## config.mk

```make
export PLATFORM = sky130hd
export DESIGN_NAME = mc_control_fsm
export DESIGN_NICKNAME = d
export VERILOG_FILES = /design/src/rtl/mc_control_fsm.sv
export SDC_FILE = /design/constraint.sdc
export NUM_CORES = 1
export LEC_CHECK = 0
export BUFFER_PORTS_ARGS = -buffer_cell sky130_fd_sc_hd__clkbuf_2
export CORE_ASPECT_RATIO = 2
export CORE_MARGIN = 5
export CORE_UTILIZATION = 40
export CTS_CLUSTER_DIAMETER = 100
export DETAILED_ROUTE_END_ITERATION = 12
export GPL_TIMING_DRIVEN = 0
export MAX_ROUTING_LAYER = met4
export SLEW_MARGIN = 10
export SYNTH_ARGS = -nofsm -noshare
export SYNTH_HDL_FRONTEND = slang
export SYNTH_SLANG_ARGS = --single-unit
```

## constraint.sdc

```tcl
create_clock -name clk -period 4 [get_ports clk]
set_input_delay 0 -clock clk [delete_from_list [all_inputs] [get_ports clk]]
set_output_delay 0 -clock clk [all_outputs]
set_load 0.01 [all_outputs]
```

## src/rtl/mc_control_fsm.sv

```systemverilog
// Multicycle MIPS main controller: sequences fetch/decode/execute/memory/writeback
// for R-type, lw, sw, beq, addi and j; counts retired instructions; sticky halt.
// Optional build macro MEM_HANDSHAKE_EN adds a mem_ready input that stretches the
// memory states (FETCH, MEMRD, MEMWR) until the memory acknowledges.
module mc_control_fsm #(
    parameter logic [5:0]  HALT_OPCODE = 6'b111111,
    parameter int unsigned CNT_W       = 32
) (
    input  logic             clk,
    input  logic             reset_n,
`ifdef MEM_HANDSHAKE_EN
    input  logic             mem_ready,
`endif
    input  logic [5:0]       opcode,
    output logic             pc_write,
    output logic             pc_write_cond,
    output logic             i_or_d,
    output logic             mem_read,
    output logic             mem_write,
    output logic             ir_write,
    output logic             mem_to_reg,
    output logic             reg_dest,
    output logic             reg_write,
    output logic             alu_src_a,
    output logic [1:0]       alu_src_b,
    output logic [1:0]       alu_op,
    output logic [1:0]       pc_source,
    output logic             halted,
    output logic             illegal,
    output logic [CNT_W-1:0] instr_count
);

    localparam logic [5:0] OP_RTYPE = 6'b000000;
    localparam logic [5:0] OP_LW    = 6'b100011;
    localparam logic [5:0] OP_SW    = 6'b101011;
    localparam logic [5:0] OP_ADDI  = 6'b001000;
    localparam logic [5:0] OP_BEQ   = 6'b000100;
    localparam logic [5:0] OP_J     = 6'b000010;

    typedef enum logic [3:0] {
        S_RST    = 4'd0,
        S_FETCH  = 4'd1,
        S_DECODE = 4'd2,
        S_MEMADR = 4'd3,
        S_MEMRD  = 4'd4,
        S_MEMWB  = 4'd5,
        S_MEMWR  = 4'd6,
        S_EXEC   = 4'd7,
        S_ALUWB  = 4'd8,
        S_ADDIEX = 4'd9,
        S_ADDIWB = 4'd10,
        S_BRANCH = 4'd11,
        S_JUMP   = 4'd12,
        S_HALT   = 4'd13
    } state_t;

    state_t           state_q, state_d;
    logic             illegal_q, illegal_d;
    logic             retire_c;
    logic [CNT_W-1:0] instr_count_q;
    logic             mem_ready_c;

    // Registered control word; decoded from the next state so it tracks state_q exactly.
    logic       fetch_q,     fetch_d;
    logic       jump_pcw_q,  jump_pcw_d;
    logic       pcw_cond_q,  pcw_cond_d;
    logic       i_or_d_q,    i_or_d_d;
    logic       mem_read_q,  mem_read_d;
    logic       mem_write_q, mem_write_d;
    logic       mem_to_reg_q, mem_to_reg_d;
    logic       reg_dest_q,  reg_dest_d;
    logic       reg_write_q, reg_write_d;
    logic       src_a_q,     src_a_d;
    logic [1:0] src_b_q,     src_b_d;
    logic [1:0] alu_op_q,    alu_op_d;
    logic [1:0] pc_src_q,    pc_src_d;
    logic       halted_q,    halted_d;

`ifdef MEM_HANDSHAKE_EN
    assign mem_ready_c = mem_ready;
`else
    assign mem_ready_c = 1'b1;
`endif

    // Next-state, illegal-opcode detection and retirement detection.
    always_comb begin
        state_d   = state_q;
        illegal_d = 1'b0;
        retire_c  = 1'b0;
        case (state_q)
            S_RST:    state_d = S_FETCH;
            S_FETCH:  if (mem_ready_c) state_d = S_DECODE;
            S_DECODE: begin
                if (opcode == OP_RTYPE)                       state_d = S_EXEC;
                else if ((opcode == OP_LW) || (opcode == OP_SW)) state_d = S_MEMADR;
                else if (opcode == OP_ADDI)                   state_d = S_ADDIEX;
                else if (opcode == OP_BEQ)                    state_d = S_BRANCH;
                else if (opcode == OP_J)                      state_d = S_JUMP;
                else if (opcode == HALT_OPCODE)               state_d = S_HALT;
                else begin
                    state_d   = S_FETCH;
                    illegal_d = 1'b1;
                end
            end
            S_MEMADR: state_d = (opcode == OP_SW) ? S_MEMWR : S_MEMRD;
            S_MEMRD:  if (mem_ready_c) state_d = S_MEMWB;
            S_MEMWB: begin
                state_d  = S_FETCH;
                retire_c = 1'b1;
            end
            S_MEMWR: begin
                if (mem_ready_c) begin
                    state_d  = S_FETCH;
                    retire_c = 1'b1;
                end
            end
            S_EXEC:   state_d = S_ALUWB;
            S_ALUWB, S_ADDIWB, S_BRANCH, S_JUMP: begin
                state_d  = S_FETCH;
                retire_c = 1'b1;
            end
            S_ADDIEX: state_d = S_ADDIWB;
            S_HALT:   state_d = S_HALT;
            default:  state_d = S_FETCH;
        endcase
    end

    // Moore output decode of the upcoming state.
    always_comb begin
        fetch_d      = 1'b0;
        jump_pcw_d   = 1'b0;
        pcw_cond_d   = 1'b0;
        i_or_d_d     = 1'b0;
        mem_read_d   = 1'b0;
        mem_write_d  = 1'b0;
        mem_to_reg_d = 1'b0;
        reg_dest_d   = 1'b0;
        reg_write_d  = 1'b0;
        src_a_d      = 1'b0;
        src_b_d      = 2'b00;
        alu_op_d     = 2'b00;
        pc_src_d     = 2'b00;
        halted_d     = 1'b0;
        case (state_d)
            S_FETCH: begin
                fetch_d    = 1'b1;
                mem_read_d = 1'b1;
                src_b_d    = 2'b01;
            end
            S_DECODE: src_b_d = 2'b11;
            S_MEMADR, S_ADDIEX: begin
                src_a_d = 1'b1;
                src_b_d = 2'b10;
            end
            S_MEMRD: begin
                mem_read_d = 1'b1;
                i_or_d_d   = 1'b1;
            end
            S_MEMWB: begin
                reg_write_d  = 1'b1;
                mem_to_reg_d = 1'b1;
            end
            S_MEMWR: begin
                mem_write_d = 1'b1;
                i_or_d_d    = 1'b1;
            end
            S_EXEC: begin
                src_a_d  = 1'b1;
                alu_op_d = 2'b10;
            end
            S_ALUWB: begin
                reg_write_d = 1'b1;
                reg_dest_d  = 1'b1;
            end
            S_ADDIWB: reg_write_d = 1'b1;
            S_BRANCH: begin
                src_a_d    = 1'b1;
                alu_op_d   = 2'b01;
                pcw_cond_d = 1'b1;
                pc_src_d   = 2'b01;
            end
            S_JUMP: begin
                jump_pcw_d = 1'b1;
                pc_src_d   = 2'b10;
            end
            S_HALT:  halted_d = 1'b1;
            default: ;
        endcase
    end

    // State, control word, illegal pulse and retired-instruction counter.
    always_ff @(posedge clk or negedge reset_n) begin
        if (!reset_n) begin
            state_q       <= S_RST;
            illegal_q     <= 1'b0;
            instr_count_q <= '0;
            fetch_q       <= 1'b0;
            jump_pcw_q    <= 1'b0;
            pcw_cond_q    <= 1'b0;
            i_or_d_q      <= 1'b0;
            mem_read_q    <= 1'b0;
            mem_write_q   <= 1'b0;
            mem_to_reg_q  <= 1'b0;
            reg_dest_q    <= 1'b0;
            reg_write_q   <= 1'b0;
            src_a_q       <= 1'b0;
            src_b_q       <= 2'b00;
            alu_op_q      <= 2'b00;
            pc_src_q      <= 2'b00;
            halted_q      <= 1'b0;
        end else begin
            state_q       <= state_d;
            illegal_q     <= illegal_d;
            if (retire_c) instr_count_q <= instr_count_q + CNT_W'(1);
            fetch_q       <= fetch_d;
            jump_pcw_q    <= jump_pcw_d;
            pcw_cond_q    <= pcw_cond_d;
            i_or_d_q      <= i_or_d_d;
            mem_read_q    <= mem_read_d;
            mem_write_q   <= mem_write_d;
            mem_to_reg_q  <= mem_to_reg_d;
            reg_dest_q    <= reg_dest_d;
            reg_write_q   <= reg_write_d;
            src_a_q       <= src_a_d;
            src_b_q       <= src_b_d;
            alu_op_q      <= alu_op_d;
            pc_src_q      <= pc_src_d;
            halted_q      <= halted_d;
        end
    end

    // IR and PC loads in FETCH wait for the memory acknowledge.
    assign ir_write      = fetch_q & mem_ready_c;
    assign pc_write      = jump_pcw_q | (fetch_q & mem_ready_c);
    assign pc_write_cond = pcw_cond_q;
    assign i_or_d        = i_or_d_q;
    assign mem_read      = mem_read_q;
    assign mem_write     = mem_write_q;
    assign mem_to_reg    = mem_to_reg_q;
    assign reg_dest      = reg_dest_q;
    assign reg_write     = reg_write_q;
    assign alu_src_a     = src_a_q;
    assign alu_src_b     = src_b_q;
    assign alu_op        = alu_op_q;
    assign pc_source     = pc_src_q;
    assign halted        = halted_q;
    assign illegal       = illegal_q;
    assign instr_count   = instr_count_q;

endmodule

```

==> metrics <==
outcome=completed; PwrDens=between 500 and 600 nW/um^2; most common cell in the synthesized netlist=dfrtp_1; Port Buf Inserts=55; Worst Setup Slack post-DPL=between 2000 and 2500 ps; Seq/Total Area, Yosys=51.64%; share of cells above drive strength 1=29.59%; CP endpoint kind=register; Post-Synthesis Cells=231; Max H-tree Level=2; area of the mapped netlist=roughly 2500 um^2; Setup Buffers After CTS=0; first-pass GRT wire length=8921 um; Hold WS=7.526 ps; Core Box Area=6207 um^2; r2r startpoint=instr_count[0]; highest routed layer=met4; TritonCTS Buffers=5; gr usage total=between 10% and 20%; FMAX=506.8 MHz; max reg flops=32; sequential standard cell area=1301 um^2; max-slew violation count=0; Crit-path slowest cell=dfrtp_1; RSZ-0062 raised after global routing=false; worst hold path type=in -> reg; Post-Route WL=between 5000 and 6000 um; Multi-input gate area=1137 um^2; Synth top cells by count=dfrtp_1 (52), xnor2_1 (21), nand2_1 (16), nor2_1 (16), nand3_1 (14); CTS root buf=clkbuf_16; Post-synth EDFFs=0; initial antenna violation count=0; Vias=~1,900; max_cap viols=0; met1 wire length=2335 um; filler cell count=slightly below 600; DR WL met2=2506 um; Crit Path Category=reg -> reg; Post-Syn Area per Cell=10.91 um^2; vias in the first global route=1,990; Pleak=0.001515 uW; peak supply drop=0.2543 mV; synth warn=0; Final WS setup=around 2000 ps; Synthesized Nets=240; initial DRC count=89; synth top area cells=dfrtp_1 (52%), xnor2_1 (7.3%), xor2_1 (3.8%), nand3_1 (2.8%), nor3_1 (2.6%); clock skew=4.472 ps; Clock Path Buffers=2; ANT cells=0; final hold vios=0; CP arrival=2150 ps; placer congestion estimate=0.8733; cell chain of the critical path=ha_1 -> nand3_1 -> or3_1 -> a21oi_2 -> nand4_1 -> xnor2_1; vias per cell=5.105; setup violators final=0; Design Area, Final=3080 um^2; Initial Utilization=40.60%; WP data required=4170 ps; cell accounting for the most synthesized area=dfrtp_1; min-delay src=opcode[4]; nets=between 300 and 400; CTS sink cnt=52; Critical Path Max Stage Delay=430 ps; Area growth, synth to finish=22.24%; post-synth cell types=55; CP startpoint=instr_count[0]; die area=8083 um^2; post-synth top area share=about half; Die Width=66.13 um; DP HPWL=3798 um; post-route ant nets=0; die height=122.2 um; WL met3=265 um; Placed Area=2905 um^2; Critical path buffers and inverters=0; per-cell routed wire length=13.61 um; Final period util=between 40% and 50%; slew margin rel.=54.51%; post-layout util=49.63%; Max FO, Critical Path=9; CP delay by family, top=simple AND/OR/NAND/NOR gates; CTS tree=yes; Gates resized, CTS repair=0; sum of negative setup slack=0 ps; Clock Pin Slew Worst Setup and Hold Paths=60 ps; drc violations=0; flops & latches, synth=52; io pins=a little under 60; worst skew pair latency=290 ps; Worst-Margin Slew=about 700 ps; dominant register cell in the synthesized netlist=dfrtp_1; fraction of registers with async set/reset=100.0%; drt pass-1 iters=4; CP Launch Type=register; post-layout min period=1973 ps; row cnt=41; gr ovfl total=0; largest net degree at the start of global routing=53
## final timing paths
kind / to / depth (start not counted) / slack (ps)
worst max-delay path: instr_count[28] / 6 / 2030
worst min-delay path: mem_write / 2 / 8
worst max register to register: instr_count[28] / 6 / 2030
worst min register to register: instr_count[31] / 1 / 470
max in group asynchronous: mem_write / 2 / 3220
min in group asynchronous: pc_source[1] / 2 / 320
## layout make-up
class	count	share of cell area, %
Sequential cell	52	42.24
Multi-Input combinational cell	161	36.92
Timing Repair Buffer	57	9.667
Clock buffer	5	4.062
Tap cell	86	3.493
Buffer	8	1.422
Inverter	10	1.219
Clock inverter	1	0.9748
## routing by layer
layer / track usage [%] / up-vias
met5: - / -
met4: 5.725 / 0
met3: 2.930 / 6
met2: 22.90 / 66
met1: 17.80 / 937
li1: - / 931
## per-stage QoR
stage,power (uW),instances
global placement,1199,372
finish,1662,380
global route,1765,380
detailed placement,1209,372
CTS,1683,380
floorplan,1043,231
## placed cells by master, fill, tap and decap left out, types with 3 or more instances in the layout
cell type  netlist  layout
clkbuf_16        0       5
clkbuf_2         0      54
nor4_1           5       5
buf_2            5       5
nand4_1          9       9
xor2_1          11      11
xnor2_1         21      21
o21ai_1          5       5
inv_2            3       3
nor3_1          13      13
nor2b_1          4       4
nor2_1          16      16
nand3_1         14      14
dfrtp_1         52      52
inv_1            7       7
nand2_1         16      16
and2_1           3       3
## kinds of logic after synthesis
group,count (synthesis),share of synthesized area [%]
buffers and inverters,18,3.227
muxes,2,0.8441
AOI/OAI and AO/OA,24,8.938
adders and majority gates,1,0.4964
xor gates and xnor gates,33,11.77
DFF,52,51.64
and+or+nand+nor,101,23.09
## what timing repair did
| item | 4_1_cts | 5_1_grt |
|---|---|---|
| setup endpoints to repair | 0 | 0 |
| hold buffers | 2 | 0 |
| endpoints found under the hold margin | 53 | 0 |
## power by group
group / total, uW / leakage [uW] / internal (uW) / switching, uW
registers: 657 / 0.000707 / 605 / 52.1
clock network: 463 / 0.0000757 / 288 / 175
logic: 542 / 0.000733 / 209 / 333
Note: power is estimated with default switching activity, not from simulation.
